## src/rtl/baud_gen_frac.sv

```systemverilog
// Fractional baud generator: os_tick every act_int + act_frac/2^FRAC_W clocks
// on average, with bit_tick every OSR os_ticks and mid_tick at os_tick OSR/2 of a bit.
// Divisor reloads are double-buffered and take effect on an interval boundary.
module baud_gen_frac #(
  parameter int CLK_FREQ     = 125_000_000,
  parameter int DEFAULT_BAUD = 115200,
  parameter int OSR          = 16,
  parameter int DIV_W        = 16,
  parameter int FRAC_W       = 4
) (
  input  logic              i_clk,
  input  logic              i_rst_n,
  input  logic              i_en,
  input  logic              i_phase_sync,
  input  logic              i_div_load,
  input  logic [DIV_W-1:0]  i_div_int,
  input  logic [FRAC_W-1:0] i_div_frac,
  output logic              o_div_pending,
  output logic              o_os_tick,
  output logic              o_bit_tick,
  output logic              o_mid_tick
);

  localparam int OS_W = (OSR > 2) ? $clog2(OSR) : 1;
  localparam longint DEF_FIX = (longint'(CLK_FREQ) << FRAC_W) /
                               (longint'(DEFAULT_BAUD) * longint'(OSR));
  localparam logic [DIV_W-1:0]  DEF_INT  = DIV_W'(DEF_FIX >> FRAC_W);
  localparam logic [FRAC_W-1:0] DEF_FRAC = FRAC_W'(DEF_FIX);
  localparam logic [OS_W-1:0]   OS_LAST  = OS_W'(OSR - 1);
  localparam logic [OS_W-1:0]   OS_MID   = OS_W'(OSR / 2 - 1);

  logic [DIV_W-1:0]  r_cnt;
  logic [FRAC_W-1:0] r_acc;
  logic              r_carry;
  logic [OS_W-1:0]   r_os_cnt;
  logic              r_en;
  logic [DIV_W-1:0]  r_act_int, r_sh_int;
  logic [FRAC_W-1:0] r_act_frac, r_sh_frac;
  logic              r_pending;
  logic              r_os_tick, r_bit_tick, r_mid_tick;

  logic [DIV_W:0]    w_len_m1;
  logic              w_term;
  logic [FRAC_W:0]   w_sum;
  logic              w_restart;
  logic              w_idle;
  logic [DIV_W-1:0]  w_ld_int;

  // Interval length is act_int plus the carry earned at the previous boundary;
  // one extra bit so a full-scale divisor with carry still compares correctly.
  assign w_len_m1  = {1'b0, r_act_int} + {{DIV_W{1'b0}}, r_carry} - {{DIV_W{1'b0}}, 1'b1};
  assign w_term    = ({1'b0, r_cnt} == w_len_m1);
  assign w_sum     = {1'b0, r_acc} + {1'b0, r_act_frac};
  // A rising enable behaves exactly like a phase re-sync.
  assign w_restart = i_en & (i_phase_sync | ~r_en);
  assign w_idle    = ~i_en | w_restart;
  // A zero divisor would never terminate; clamp so the fastest rate is one tick per clock.
  assign w_ld_int  = (i_div_int == '0) ? DIV_W'(1) : i_div_int;

  // Interval counter, fractional accumulator and tick generation.
  always_ff @(posedge i_clk) begin
    if (!i_rst_n) begin
      r_en       <= 1'b0;
      r_cnt      <= '0;
      r_acc      <= '0;
      r_carry    <= 1'b0;
      r_os_cnt   <= '0;
      r_os_tick  <= 1'b0;
      r_bit_tick <= 1'b0;
      r_mid_tick <= 1'b0;
    end else begin
      r_en <= i_en;
      if (w_idle) begin
        r_cnt      <= '0;
        r_acc      <= '0;
        r_carry    <= 1'b0;
        r_os_cnt   <= '0;
        r_os_tick  <= 1'b0;
        r_bit_tick <= 1'b0;
        r_mid_tick <= 1'b0;
      end else if (w_term) begin
        r_cnt            <= '0;
        {r_carry, r_acc} <= w_sum;
        r_os_tick        <= 1'b1;
        r_bit_tick       <= (r_os_cnt == OS_LAST);
        r_mid_tick       <= (r_os_cnt == OS_MID);
        r_os_cnt         <= (r_os_cnt == OS_LAST) ? '0 : r_os_cnt + 1'b1;
      end else begin
        r_cnt      <= r_cnt + 1'b1;
        r_os_tick  <= 1'b0;
        r_bit_tick <= 1'b0;
        r_mid_tick <= 1'b0;
      end
    end
  end

  // Divisor shadow/active pair: loads wait for a boundary unless the generator is idle or restarting.
  always_ff @(posedge i_clk) begin
    if (!i_rst_n) begin
      r_act_int  <= DEF_INT;
      r_act_frac <= DEF_FRAC;
      r_sh_int   <= DEF_INT;
      r_sh_frac  <= DEF_FRAC;
      r_pending  <= 1'b0;
    end else if (w_idle) begin
      if (i_div_load) begin
        r_act_int  <= w_ld_int;
        r_act_frac <= i_div_frac;
        r_sh_int   <= w_ld_int;
        r_sh_frac  <= i_div_frac;
      end else if (r_pending) begin
        r_act_int  <= r_sh_int;
        r_act_frac <= r_sh_frac;
      end
      r_pending <= 1'b0;
    end else begin
      // The boundary applies what was already in the shadow; a load in the same
      // cycle lands in the shadow and waits for the following boundary.
      if (w_term && r_pending) begin
        r_act_int  <= r_sh_int;
        r_act_frac <= r_sh_frac;
        r_pending  <= 1'b0;
      end
      if (i_div_load) begin
        r_sh_int  <= w_ld_int;
        r_sh_frac <= i_div_frac;
        r_pending <= 1'b1;
      end
    end
  end

  assign o_div_pending = r_pending;
  assign o_os_tick     = r_os_tick;
  assign o_bit_tick    = r_bit_tick;
  assign o_mid_tick    = r_mid_tick;

endmodule

```

## config.mk

```make
export PLATFORM = sky130hd
export DESIGN_NAME = baud_gen_frac
export DESIGN_NICKNAME = d
export VERILOG_FILES = /design/src/rtl/baud_gen_frac.sv
export SDC_FILE = /design/constraint.sdc
export NUM_CORES = 1
export LEC_CHECK = 0
export ABC_CLOCK_PERIOD_IN_PS = 3400
export BUFFER_PORTS_ARGS = -buffer_cell sky130_fd_sc_hd__buf_2
export CAP_MARGIN = 25
export CELL_PAD_IN_SITES_DETAIL_PLACEMENT = 0
export CELL_PAD_IN_SITES_GLOBAL_PLACEMENT = 1
export CORE_ASPECT_RATIO = 1.4
export CORE_MARGIN = 5
export CORE_UTILIZATION = 46
export DETAILED_ROUTE_END_ITERATION = 10
export PLACE_DENSITY = 0.87
export SETUP_SLACK_MARGIN = 0.05
export SYNTH_ARGS = -nofsm -noshare
export SYNTH_HDL_FRONTEND = slang
export SYNTH_SLANG_ARGS = --single-unit
```

## constraint.sdc

```tcl
create_clock -name i_clk -period 3.4 [get_ports i_clk]
set_clock_uncertainty 0.05 [all_clocks]
set_input_delay 0.17 -clock i_clk [delete_from_list [all_inputs] [get_ports i_clk]]
set_output_delay 0.17 -clock i_clk [all_outputs]
set_load 0.01 [all_outputs]
```

Yosys cells after proc, flatten, opt, wreduce, memory -nomap -nowiden

Cells that the tools add are included.

Register bits after elaboration: 70
Bits in latches: 0
Memory bits (writable): 0
ROM bits: 0
Logic and storage cells: 50
Memories: 0

Add/sub/neg operators: 5
Multipliers: 0
Div/mod/pow operators: 0
Order comparisons: 0
Eq/ne operators: 4
Shift operators: 0
Mux-type cells: 13
Bitwise logic cells: 7
Reductions and logical operators: 8

Operator list:

| operator                                                              | number |
|---|---|
| 16-bit two-way mux                                                    | 5 |
| 4-bit two-way mux                                                     | 5 |
| 16-bit by 1-bit adder with 17-bit output                              | 1 |
| 16-bit by 17-bit equality test with 1-bit output                      | 1 |
| 17-bit by 1-bit subtractor with 17-bit output, second input constant  | 1 |
| 16-bit by 1-bit adder with 16-bit output, second input constant       | 1 |
| 16-bit logical NOT                                                    | 1 |
| 3-bit OR reduction                                                    | 2 |
| 4-bit by 4-bit adder with 5-bit output                                | 1 |
| 4-bit by 1-bit adder with 4-bit output, second input constant         | 1 |
| 4-bit by 3-bit equality test with 1-bit output, second input constant | 1 |
| 4-bit equality test, second input constant                            | 1 |
| 1-bit NOT                                                             | 4 |
| 2-bit nonzero test                                                    | 2 |
| 1-bit two-way mux                                                     | 3 |
| 3-bit inequality test, second input constant                          | 1 |
| 1-bit OR                                                              | 2 |
| 2-bit AND reduction                                                   | 1 |
| 2-bit OR reduction                                                    | 1 |
| 1-bit bitwise AND                                                     | 1 |
| 1-bit logical AND                                                     | 1 |

Depth between registers and ports, before layout

Word-level depth: 6
Mapped depth: 12
Gate-level depth less buffers: 10

Worst setup path after synthesis

No wires, ideal clock.

Kind: register to register
From: reg r_act_int[8]
To: reg r_os_cnt[3]
Setup time: 0.132 ns
Data arrival time: 2.639 ns
Data required time: 3.218 ns
Slack: 0.578 ns
Cell stages (with the launch flop): 9
Buffers on the path: 1
Path through: dfxtp_1 -> or4_4 -> or3_1 -> a2111oi_2 -> o22ai_1 -> or4_1 -> buf_6 -> o31ai_2 -> a21oi_1

Longest elaborated chain between the ends: 3

RTL lines:

| what                                             | RTL line | text |
|---|---|---|
| start, declared                                  | 37       | `logic [DIV_W-1:0] r_act_int, r_sh_int;` |
| start signal, assigned                           | 107      | `r_act_int <= w_ld_int;` |
| start signal, assigned                           | 112      | `r_act_int <= r_sh_int;` |
| start signal, assigned                           | 120      | `r_act_int <= r_sh_int;` |
| 16-bit by 1-bit adder with 17-bit output         | 51       | `assign w_len_m1 = {1'b0, r_act_int} + {{DIV_W{1'b0}}, r_carry} - {{DIV_W{1'b0}}, 1'b1};` |
| 17-bit by 1-bit subtractor with 17-bit output    | 51       |  |
| 16-bit by 17-bit equality test with 1-bit output | 52       | `assign w_term = ({1'b0, r_cnt} == w_len_m1);` |
| end signal, assigned                             | 87       | `r_os_cnt <= (r_os_cnt == OS_LAST) ? '0 : r_os_cnt + 1'b1;` |
| end, declared                                    | 35       | `logic [OS_W-1:0] r_os_cnt;` |

Every way passes these cells.
A chain may end at the register's enable or synchronous reset.

Worst setup path in the final report

From: reg r_act_int[8]
To: reg r_act_int[1]

Longest elaborated chain between the ends: 6

RTL lines:

| what                                             | RTL line | text |
|---|---|---|
| 16-bit by 1-bit adder with 17-bit output         | 51       |  |
| 17-bit by 1-bit subtractor with 17-bit output    | 51       |  |
| 16-bit by 17-bit equality test with 1-bit output | 52       |  |
| 1-bit logical AND                                | 119      | `if (w_term && r_pending) begin` |
| 2-bit nonzero test (no line)                     | --       |  |
| 2-bit AND reduction (no line)                    | --       |  |

Every way passes these cells.

==> out/metrics.cfg <==
[synthesis]
synth_top_cells_by_count = 70 x dfxtp_1, 45 x mux2i_1, 44 x nor2_1
ys_ff_latch = 70
ys.flop_type = dfxtp_1
syn-cell-area_um2 = 3560
avgSynthCellArea_um2 = 9.39
postSynthCellCount = 379
yosysMostFrequentCell = dfxtp_1
synth_edf_count = 0
ys_types = 54
yosys_warnings = 0
yosys.area.top_type = dfxtp_1
syn-num-nets = 413
ys_top_cells_by_area = dfxtp_1 39%, mux2i_1 13%, xnor2_1 5.4%, nor2_1 4.6%, xor2_1 3.7%
synth_top_area_share_pct = 39.4
synth-async-reset-ratio_pct = 0
ys_seq_area_share_pct = 39.4

[cts]
numCtsBuffers = 9
h-tree-depth = 3
path_clk_slew_ns = 0.08
clkLatencyLatePin_ns = 0.35
clock-sinks = 70
clock-root-buffer = clkbuf_8
clockBufferDepth = 2
cts_tree = yes

[grt]
antenna_found_initial = 0
grt_max_degree = 24
first_global_vias = 2841
grt-ovfl-total = 0
grt_use_total_pct = 17.6
grt_pass1_wl_mm = 13.6

[layout]
num_antenna_cells = 0
nFillCells = 743
syn2layout_area_growth_pct = 12.9
multi_input_area_um2 = 2020
regArea_um2 = 1400
nets = 441
drive_gt1_share_pct = 13.6

[detailed_routing]
drtIter0Drc = 124
wire_per_inst_um = 15.5
via_count = 2842
first_pass_iters = 5
postRouteAntennaNets = 0
wirelength_mm = 7.93
drc = 0
avgViaCountPerCell = 5.55

[power]
swShare_pct = 24.8
p_int_w = 0.00137
power.leakage_nw = 1.57
pwr-share-clk_pct = 41.0
power_per_cell_area_nw_per_um2 = 453
ir_worst_vdd_v = 0.000227
seqPwrFrac_pct = 48.2
power.switching_w = 0.000451
p_comb_share_pct = 10.8

[timing]
drv_slew = 0
tightest_slew_ns = 0.718
period_minus_slack_ns = 3.14
finalSetupViolCount = 0
fmax_ghz = 0.318
rsz0062_at_grt = yes
max_slew_margin_pct = 52.1
fin_setup_tns_ns = 0
hold_viol_final = 0
timing.hold.ws_ns = 0.0185
period_share_pct = 92.4

[floorplanning]
initial_core_util_pct = 46.5
chipWidth_um = 84.3
io_pins = 29
die_y_um = 114
core_um2 = 7650
die_area_um2 = 9620
rows = 38

[place]
io_buffers = 28
dpl.hpwl_mm = 5.89
gp_congestion = 0.850

[setup_path]
startpoint = r_act_int[8]
crit_type = flop to flop
r2r_start = r_act_int[8]
crit_family = simple AND/OR/NAND/NOR gates
worstPathRequired_ns = 3.55
path_cells = or4_4 > or3_1 > a2111oi_2 > o22ai_1 > or4_1 > nand2_1 > a32oi_1
end_kind = flop
cp.arrival_ns = 3.30
worst-path-max-fanout = 7
slowest_delay_ns = 0.63
cp-start-kind = flop
worst-path-buf-inv = 0
cp_slowest_cell = or4_1

[run]
drv_cap = 0

[run_status]
outcome = completed

[hold_path]
hold_path.class = input port to flop
hold_start = i_div_frac[2]

==> power by group through the flow <==
stage	combinational (W)	clock, W	sequential [W]
after floorplan	0.000143	0	0.000886
after global placement	0.000189	0	0.000894
after detailed placement	0.000192	0	0.000895
after CTS	0.000196	0.000770	0.000876
after global routing	0.000217	0.000803	0.000881
final	0.000196	0.000746	0.000877
==> sequential cells by signal, indices dropped and copies added, names as in the netlist <==
| name | count |
|---|---|
| r_sh_frac | 4 |
| o_os_tick | 1 |
| o_bit_tick | 1 |
| o_div_pending | 1 |
| r_en | 1 |
| o_mid_tick | 1 |
| r_sh_int | 16 |
| r_act_int | 16 |
| r_os_cnt | 4 |
| r_carry | 1 |
| r_acc | 4 |
| r_cnt | 16 |
| r_act_frac | 4 |
==> cell type report <==
type / instances / area share [%]
multi-input combinational: 278 / 50.4
sequential: 70 / 34.9
timing repair buffer: 34 / 4.80
clock buffer: 10 / 3.43
tap: 100 / 3.11
clock inverter: 6 / 2.09
inverter: 14 / 1.31
==> tightest hold or removal path: stages <==
cell and delay [ns]:
buf_2 0.09, mux2i_1 0.06, nand2_1 0.07
==> metrics by stage <==
stage	util [%]	std cells	setup WS, ns	instance area, µm²	total power, W
floorplan	-	379	0.578	3560	0.00103
global placement	49.0	493	0.268	3750	0.00108
detailed placement	49.0	493	0.251	3750	0.00109
CTS	52.3	512	0.240	4010	0.00184
global route	52.5	512	0.0489	4020	0.00190
finish	52.5	512	0.258	4020	0.00182
==> what timing repair did <==
item / in CTS / in global routing
setup buffers: 0 / 0
setup endpoints to repair: 0 / 33
endpoints found under the hold margin: 3 / 0
gates resized for setup: 0 / 2
hold buffers: 3 / 0
==> final timing paths <==
kind	end	slack (ns)	cells after the start
max reg2reg	r_act_int[1]	0.26	7
max	r_act_int[1]	0.26	7
min	r_sh_frac[2]	0.02	3
min reg2reg	r_act_int[0]	0.43	2
==> logic make-up (layout without fill, tap and decap cells) <==
| group | Yosys count | count (layout) | synth area share [%] |
|---|---|---|---|
| adder cells (fa/ha/maj) | 9 | 9 | 3.38 |
| multiplexers | 45 | 45 | 12.7 |
| XOR/XNOR | 37 | 37 | 9.11 |
| AND/OR/NAND/NOR | 135 | 135 | 19.3 |
| flip-flops | 70 | 70 | 39.4 |
| buffers and inverters | 31 | 64 | 4.04 |
| AO/OA/AOI/OAI | 52 | 52 | 12.1 |
==> placed cells by master, fill, tap and decap left out, types with 3 or more instances in the layout <==
cell type	instances
a311oi_1	3
buf_2	28
dfxtp_1	70
xnor2_1	22
and3_1	4
nor4_1	3
clkbuf_8	10
o2bb2ai_1	14
inv_1	14
nor3_1	16
a2111oi_0	4
nand2_1	22
xor2_1	15
or4_1	3
o21ai_0	4
ha_1	8
nor2_1	44
dlygate4sd3_1	3
a21oi_1	5
buf_4	3
mux2i_1	45
nand4_1	8
or3_1	3
nand3_1	10
clkinv_2	3
and2_1	5
o211ai_1	3
nor2b_1	4
==> metal layers <==
metal | wire length [µm] | share of wire [%] | vias up | global-route usage [%]
li1 | - | - | 1421 | -
met1 | 3290 | 41 | 1353 | 19.9
met2 | 4130 | 52 | 50 | 31.2
met3 | 264 | 3.3 | 18 | 3.74
met4 | 246 | 3.1 | 0 | 8.69
met5 | 0 | 0 | - | 0
No activity file was read; power rests on OpenSTA's default activity.
